**config.mk**
```make
export PLATFORM = sky130hd
export DESIGN_NAME = uart_cmd_tx
export DESIGN_NICKNAME = d
export VERILOG_FILES = /design/src/rtl/uart_cmd_tx.sv
export SDC_FILE = /design/constraint.sdc
export NUM_CORES = 1
export LEC_CHECK = 0
export CAP_MARGIN = 15
export CORE_UTILIZATION = 32
export CTS_CLUSTER_DIAMETER = 30
export DETAILED_ROUTE_END_ITERATION = 16
export SETUP_SLACK_MARGIN = 0.3
export SLEW_MARGIN = 20
export SYNTH_ARGS = -nofsm -noshare
export SYNTH_HDL_FRONTEND = slang
export SYNTH_SLANG_ARGS = --single-unit
export TNS_END_PERCENT = 1
```
**constraint.sdc**
```tcl
create_clock -name clk_i -period 2.76 [get_ports clk_i]
set_clock_uncertainty 0.05 [all_clocks]
set_input_delay 0.828 -clock clk_i [delete_from_list [all_inputs] [get_ports clk_i]]
set_output_delay 0.828 -clock clk_i [all_outputs]
set_load 0.02 [all_outputs]
```
**src/rtl/uart_cmd_tx.sv**
```systemverilog
// Command-channel UART transmitter: queues (col,row,char) triplets in a small FIFO
// and sends each as three contiguous 8N1 bytes, col first.
module uart_cmd_tx #(
  parameter int CLKS_PER_BIT = 217,
  parameter int FIFO_DEPTH   = 4
) (
  input  logic       clk_i,
  input  logic       rstn_i,
  input  logic [7:0] col_i,
  input  logic [7:0] row_i,
  input  logic [7:0] char_i,
  input  logic       valid_i,
  output logic       ready_o,
  output logic       tx_o,
  output logic       busy_o
);

  localparam int AW = (FIFO_DEPTH > 1) ? $clog2(FIFO_DEPTH) : 1;
  localparam int CW = AW + 1;
  localparam logic [CW-1:0] DEPTH_C   = CW'(FIFO_DEPTH);
  localparam logic [15:0]   BAUD_LAST = 16'(CLKS_PER_BIT - 1);

  typedef enum logic [1:0] {IDLE, START, DATA, STOP} state_e;

  logic [23:0]   mem_q [FIFO_DEPTH];
  logic [AW-1:0] wr_ptr_q, rd_ptr_q;
  logic [CW-1:0] count_q, count_d;
  logic          push, pop;

  state_e      state_q, state_d;
  logic [15:0] baud_q, baud_d;
  logic [2:0]  bit_q, bit_d;
  logic [1:0]  byte_q, byte_d;
  logic [23:0] frame_q, frame_d;
  logic        tx_q, tx_d;
  logic        baud_done;
  logic [7:0]  cur_byte;

  assign push      = valid_i && ready_o;
  assign ready_o   = (count_q != DEPTH_C);
  assign busy_o    = (state_q != IDLE) || (count_q != '0);
  assign tx_o      = tx_q;
  assign baud_done = (baud_q == BAUD_LAST);

  always_comb begin
    count_d = count_q;
    case ({push, pop})
      2'b10:   count_d = count_q + CW'(1);
      2'b01:   count_d = count_q - CW'(1);
      default: count_d = count_q;
    endcase
  end

  always_ff @(posedge clk_i or negedge rstn_i) begin
    if (!rstn_i) begin
      wr_ptr_q <= '0;
      rd_ptr_q <= '0;
      count_q  <= '0;
    end else begin
      if (push) wr_ptr_q <= wr_ptr_q + AW'(1);
      if (pop)  rd_ptr_q <= rd_ptr_q + AW'(1);
      count_q <= count_d;
    end
  end

  // Storage needs no reset; the pointers and count define what is valid.
  always_ff @(posedge clk_i) begin
    if (push) mem_q[wr_ptr_q] <= {char_i, row_i, col_i};
  end

  always_ff @(posedge clk_i or negedge rstn_i) begin
    if (!rstn_i) begin
      state_q <= IDLE;
      baud_q  <= '0;
      bit_q   <= '0;
      byte_q  <= '0;
      frame_q <= '0;
      tx_q    <= 1'b1;
    end else begin
      state_q <= state_d;
      baud_q  <= baud_d;
      bit_q   <= bit_d;
      byte_q  <= byte_d;
      frame_q <= frame_d;
      tx_q    <= tx_d;
    end
  end

  always_comb begin
    state_d = state_q;
    pop     = 1'b0;
    bit_d   = bit_q;
    byte_d  = byte_q;
    frame_d = frame_q;
    case (state_q)
      IDLE: begin
        if (count_q != '0) begin
          pop     = 1'b1;
          frame_d = mem_q[rd_ptr_q];
          byte_d  = 2'd0;
          state_d = START;
        end
      end
      START: begin
        bit_d = 3'd0;
        if (baud_done) state_d = DATA;
      end
      DATA: begin
        if (baud_done) begin
          bit_d = bit_q + 3'd1;
          if (bit_q == 3'd7) state_d = STOP;
        end
      end
      STOP: begin
        if (baud_done) begin
          if (byte_q < 2'd2) begin
            byte_d  = byte_q + 2'd1;
            state_d = START;
          end else if (count_q != '0) begin
            // Chain straight into the next triplet without an idle bit.
            pop     = 1'b1;
            frame_d = mem_q[rd_ptr_q];
            byte_d  = 2'd0;
            state_d = START;
          end else begin
            state_d = IDLE;
          end
        end
      end
      default: state_d = IDLE;
    endcase
    if (state_q == IDLE || state_d != state_q || baud_done) baud_d = '0;
    else                                                     baud_d = baud_q + 16'd1;
  end

  // Line level is registered from the current state, so it lags the FSM by one cycle.
  always_comb begin
    case (byte_q)
      2'd0:    cur_byte = frame_q[7:0];
      2'd1:    cur_byte = frame_q[15:8];
      default: cur_byte = frame_q[23:16];
    endcase
    case (state_q)
      START:   tx_d = 1'b0;
      DATA:    tx_d = cur_byte[bit_q];
      default: tx_d = 1'b1;
    endcase
  end

endmodule
```
==> results.rst <==
.. list-table::
   :header-rows: 1

   * - Metric
     - Value
   * - Critical path buffer and inverter count
     - 1
   * - First-pass GRT wire length
     - around 22,000 um
   * - Post-Synthesis Cell Area
     - ~0.0067 mm^2
   * - Crit-path max FO
     - 3
   * - Class of the most critical hold timing path
     - input pin to asynchronous set/reset pin
   * - IO Port Bufs
     - 29
   * - Starting utilization of the core area
     - between 30% and 40%
   * - Die W
     - around 150 um
   * - FF-to-FF path depth
     - 10
   * - Setup slack on the worst flop-to-flop path
     - -60 ps
   * - Required @ worst endpoint
     - 3050 ps
   * - Routed wire length
     - ~13,000 um
   * - Number of hold violations in the final report
     - 0
   * - Worst reg2reg path endpoint
     - count_q[2]$_DFFE_PN0P_
   * - Max-slew violation total from the final report
     - 0
   * - Period utilization
     - 102%
   * - Weighted congestion at the end of routability-driven global placement
     - approximately 0.77
   * - Ant diodes
     - 0
   * - Final HPWL DP
     - approximately 8300 um
   * - Warnings from Yosys
     - 0
   * - Final critical-path setup slack
     - -58.3 ps
   * - Clock buffer count from CTS
     - 17
   * - Vias in the first global route
     - approximately 4,300
   * - Worst reg2reg startpoint
     - baud_q[15]$_DFF_PN0_
   * - Cell leakage power
     - around 0.0029 uW
   * - Async set-or-reset flop fraction in the synthesized netlist
     - about 36%
   * - Slew headroom
     - roughly a third
   * - Count of clock tree sinks
     - about 150
   * - Count of boundary I/O pins
     - 30
   * - Floorplan Core Area
     - 0.0204 mm^2
   * - Aggregate global routing overflow
     - 0
   * - Via-to-Cell Ratio
     - 5.08
   * - Worst Tran Pin Value
     - roughly 1000 ps
   * - Maximum number of pins on one net before global-route repair
     - 32
   * - Total setup violations reported at the end of the flow
     - 1
   * - Fraction of final layout cells sized beyond drive strength 1
     - a little under a fifth
   * - Number of inserted filler cells in the final layout
     - 1,941
   * - Shortest clock period the worst path allows after layout
     - approximately 2800 ps
   * - P per Cell Area
     - ~740 mW/mm^2
   * - Buffer depth of the longest clock path
     - 2
   * - Height of the chip
     - between 100 and 150 um
   * - Stages on worst setup path
     - 10
   * - Crit path kind
     - register to register
   * - Setup repair after global routing missed its margin
     - yes
   * - Nature of the critical path startpoint
     - register
   * - Max Fclk
     - approximately 350 MHz
   * - Synthesized netlist net count
     - approximately 520
   * - Insertion delay of the later-clocked pin in the worst-skew pair
     - ~430 ps
   * - Register area
     - between 0.004 and 0.005 mm^2
   * - Overall via count from detail_route
     - between 4,000 and 5,000
   * - Area of combinational cells with multiple inputs
     - ~0.0023 mm^2
   * - Count of placed standard cells in the final layout, fillers left out
     - roughly 800
   * - Cells traversed along the worst timing path
     - or4_4 -> or4_4 -> nor2_4 -> o21ba_4 -> ha_4 -> inv_2 -> fa_2 -> xor2_1 -> nor2_1 -> xor2_1
   * - Count of antenna-violating nets left after detailed routing
     - 0
   * - Hold slack final
     - between 200 and 250 ps
   * - Clock transition at the register clock pins on the worst setup and hold paths after CTS
     - 70 ps
   * - Iter 0 DRT Violations
     - 187
   * - Placed inst area
     - approximately 0.0075 mm^2
   * - Commonest non-fill, non-tap cell in the layout
     - edfxtp_1
   * - Total GRT Usage
     - about 13%
   * - Pre-CTS setup slack
     - -95.4 ps
   * - Total number of placement rows
     - 52
   * - Antenna violations before repair
     - 0
   * - Number of maximum-capacitance constraint violations
     - 0
   * - Highest ir drop seen on vdd
     - between 0.5 and 0.6 mV
   * - CTS tree
     - built
   * - Residual DRC count
     - 0
   * - Number of flops mapped to enable cells by yosys
     - 96
   * - Slowest-stage cell, CP
     - or4_4
   * - Kind of cell adding the most delay to the critical path
     - simple AND/OR/NAND/NOR gates
   * - Result of the run
     - complete, but fails checks
   * - Fin area
     - about 0.0081 mm^2
   * - Sequential share of the synthesized area
     - approximately 63%
   * - Maximum cell stage delay along the critical path
     - about 570 ps
   * - Critical path endpoint category
     - register
   * - Detailed Routing Iterations Pass 1
     - 4
   * - Clock root buffer master
     - clkbuf_16
   * - Post-synthesis instance total
     - 477
   * - Primary FF master, synth
     - edfxtp_1
   * - Count of distinct cell types in the synthesized netlist
     - just over 50
   * - Count of placed standard cells including taps
     - between 700 and 800
   * - Commonest non-fill, non-tap cells in the layout
     - 96 x edfxtp_1, 58 x nand2_1, 52 x dfrtp_1
   * - Violations in the final reports
     - negative setup slack
   * - Average size of a mapped cell
     - 14.1 um^2
   * - Worst path arrival time
     - slightly above 3000 ps
   * - Area delta synth->final
     - 20.3%
   * - Full die area
     - between 0.02 and 0.025 mm^2
   * - Nets
     - 563
   * - H-tree level count
     - 4
   * - Average routed wire per standard cell
     - approximately 16 um
   * - Worst setup path startpoint
     - baud_q[15]$_DFF_PN0_
   * - Flip-flop and latch count after synthesis
     - 151
   * - Number of hold-repair buffers added at the cts stage
     - 0
-- state kept, by name, indices dropped and copies added (netlist names) --
| name | count |
|---|---|
| count_q | 3 |
| rd_ptr_q | 2 |
| state_q | 2 |
| baud_q | 16 |
| mem_q | 96 |
| frame_q | 24 |
| tx_o | 1 |
| bit_q | 3 |
| wr_ptr_q | 2 |
| byte_q | 2 |
-- what timing repair did --
| item | 4_1_cts | 5_1_grt |
|---|---|---|
| pin swaps | 3 | 0 |
| gates resized for setup | 7 | 3 |
| setup buffers | 2 | 0 |
| setup endpoints to repair | 31 | 32 |
-- worst max-delay path by stage --
stage                             end
3_3_place_gp   count_q[2]$_DFFE_PN0P_
4_1_cts        count_q[2]$_DFFE_PN0P_
5_1_grt        count_q[2]$_DFFE_PN0P_
3_5_place_dp   count_q[2]$_DFFE_PN0P_
6_report       count_q[2]$_DFFE_PN0P_
2_1_floorplan  count_q[2]$_DFFE_PN0P_
-- layer usage --
metal	part of all wire (%)	track usage, %
met5	0	0
met4	2.6	5.67
met2	48	22.3
met3	4.0	3.70
met1	45	16.4
-- logic make-up after synthesis --
logic type | after synthesis | share of synthesized area [%]
AO/OA/AOI/OAI | 83 | 9.21
flip-flops | 151 | 63.2
AND/OR/NAND/NOR | 128 | 9.34
XOR/XNOR | 17 | 2.21
buffers and inverters | 46 | 2.97
multiplexers | 38 | 10.3
adder cells (fa/ha/maj) | 14 | 2.71
-- Yosys cell counts (all sizes together) (2+ instances only) --
master | n | area, um^2
and3 | 8 | 50.1
or3 | 2 | 12.5
a21o | 2 | 15.0
mux2i | 11 | 110
nor4 | 2 | 27.5
a21oi | 4 | 20.0
xor2 | 13 | 114
or4 | 5 | 48.8
clkbuf | 22 | 82.6
dfrtp | 54 | 1350
o22ai | 2 | 12.5
mux2 | 2 | 22.5
xnor2 | 4 | 35.0
nand3 | 7 | 35.0
nand2 | 58 | 218
and2 | 4 | 25.0
inv | 16 | 60.1
o311ai | 2 | 17.5
a32o | 2 | 20.0
nor2 | 24 | 90.1
mux4 | 25 | 563
nand2b | 2 | 12.5
nand4 | 6 | 37.5
edfxtp | 96 | 2880
and4 | 3 | 26.3
ha | 13 | 163
a2111oi | 2 | 17.5
buf | 8 | 57.6
nor3 | 3 | 15.0
o21ai | 7 | 35.0
a211oi | 4 | 30.0
o211ai | 49 | 368
-- layout make-up --
class                      instances  share of cell area [%]
clock buffer                      17                    5.25
clock inverter                    15                    1.94
multi-input combinational        280                    28.6
sequential                       151                    52.6
inverter                          16                   0.741
tap                              270                    4.17
timing repair buffer              56                    6.76
-- through the flow --
step	utilization (%)	power, uW	TNS [ps]
after floorplan	-	3440	-111
after global placement	36.8	3780	0
after detailed placement	36.8	3830	-95.4
after CTS	39.7	6120	-49.4
after global routing	39.7	6310	-176
final	39.7	6030	-58.3
-- report_power, final --
part	internal [uW]	switching, uW	total (uW)
Sequential	2780	102	2880
Clock	1280	993	2270
Combinational	351	523	875
Power figures use the tool's default switching activity.
==> RTL edit (config.mk and constraints unchanged) <==
Change the parameter `FIFO_DEPTH` from 4 to 2.
--- a/src/rtl/uart_cmd_tx.sv
+++ b/src/rtl/uart_cmd_tx.sv
@@ -3,5 +3,5 @@
 module uart_cmd_tx #(
   parameter int CLKS_PER_BIT = 217,
-  parameter int FIFO_DEPTH   = 4
+  parameter int FIFO_DEPTH   = 2
 ) (
   input  logic       clk_i,
Check against the original RTL: not equivalent (a bounded check fails within 4 cycles, from zero or initial values and one cycle with rstn_i low).
==> RTL edit against the unedited design <==
Wire length decreased by 42%. Hold slack better by 0.24 ns. Non-clock buffer count is 18 lower. Sequential cell count decreased by 51. Synthesized cell count down 37%. Synthesized area shrank 34%. Power decreased by 16%. Combinational power increased by 91%. Design area decreased by 35%. Setup slack improved by 0.34 ns. Critical path type is now reg2out.
==> RTL edit: results (changes against the unedited design) <==
placedInstanceArea_um2: 4957  # -34%
intPower_uw: 3569  # -19%
buffers: 38  # -32%
inverters: 5  # -11
wl_met3_um: 263  # -50%
synth_commonest_cells: "dfrtp_1 (51), edfxtp_1 (48), mux2_2 (35), nor2_1 (26), mux2_4 (20)"
dr_wl_met2_mm: 3.751  # -41%
async_reset_ff_frac: 0.5200  # +0.1558
nMultiInputCombCells: 182  # -35%
irDropWorstVdd_mv: 0.3473  # -38%
dp_cells: 501  # -35%
numCtsBuffers: 9  # -8
syn_nets: 338  # -35%
grt_max_degree: 53  # +66%
grt_pass1_vias: 2575  # -40%
gp_congestion: 0.7261  # -6.0%
power_frac_seq: 0.435  # -0.043
dpl.hpwl_mm: 4.888  # -41%
insertion_delay_ns: 0.35  # -0.08 ns
synth_cell_types: 44  # -14%
synth.top_cells.by_area: "edfxtp_1 (32%), dfrtp_1 (29%), mux2_2 (8.8%)"
nonClkBufAreaFrac: 0.06719  # -0.0004104
fin_nets: 372  # -34%
p_leak_uw: 0.002052  # -29%
synthCells: 302  # -37%
multi_input_area_um2: 1624  # -30%
comb_power_uw: 1670  # +91%
syn_to_final_growth_pct: 17.24
gr-usage-met3: 0.04183  # +0.004869
ys_seq_area_frac: 0.6148  # -0.01751
clock_cell_area_share: 0.05237  # -0.01956
relSlewSlack: 0.4937  # +0.1618
n_fill_cell: 1275  # -34%
clockPowerShare: 0.234  # -0.143
clkSinkCount: 100  # -34%
status: "finished, final reports clean"
crit_arrival_ns: 1.60  # -1.51 ns
grt_use_total: 0.1198  # -0.01446
critPathMaxFanout: 10  # +7
met1Wirelength_mm: 3.512  # -41%
drt-wirelength-per-cell_um: 14.81  # -10%
hold_class: "reg2reg"
reg.largest.list: "mem_q x48, frame_q x24, baud_q x16"
routed_wl_mm: 7.656  # -42%
clockBufferCount: 10  # -7
seq_share: 0.5244  # -0.001463
die-width_um: 120.1  # -18%
synth-edff-count: 48  # -50%
max_freq_ghz: 0.4035  # +14%
htreeDepth: 3  # -1
postCtsSetupRepairBufs: 0  # -2
dp_slack_ns: 0.2761  # +0.3716 ns
drt_iter0_drc: 164  # -12%
grtUsageMet1: 0.1442  # -0.01991
cts_resized: 2  # -5
synth_ff_type: "dfrtp_1"
grt_pass1_wl_mm: 13.09  # -41%
drive_gt1_frac: 0.2669  # +0.07808
grtUsageMet2: 0.1983  # -0.02460
RTL edit: logic make-up after synthesis:
logic type | share of synthesized area
adders and majority gates | 0.02523
buffers and inverters | 0.02243
and+or+nand+nor | 0.08074
xor gates and xnor gates | 0.03729
AOI/OAI and AO/OA | 0.03981
DFF | 0.6148
muxes | 0.1797
RTL edit: worst paths after layout:
path                             from  cells after the start    endpoint  slack [ns]
setup reg to reg            baud_q[0]                      8  frame_q[9]        0.31
max in group asynchronous      rstn_i                      2  frame_q[9]        1.66
hold reg to reg             baud_q[0]                      1   baud_q[0]        0.45
setup / recovery           state_q[1]                      4      busy_o        0.28
hold / removal              baud_q[0]                      1   baud_q[0]        0.45
min in group asynchronous      rstn_i                      2   baud_q[5]        0.54
RTL edit: critical path, stage by stage (launching register included):
cell	delay, ns
dfrtp_1	0.45
inv_1	0.11
ha_2	0.28
nand2_1	0.08
dlygate4sd2_1	0.33
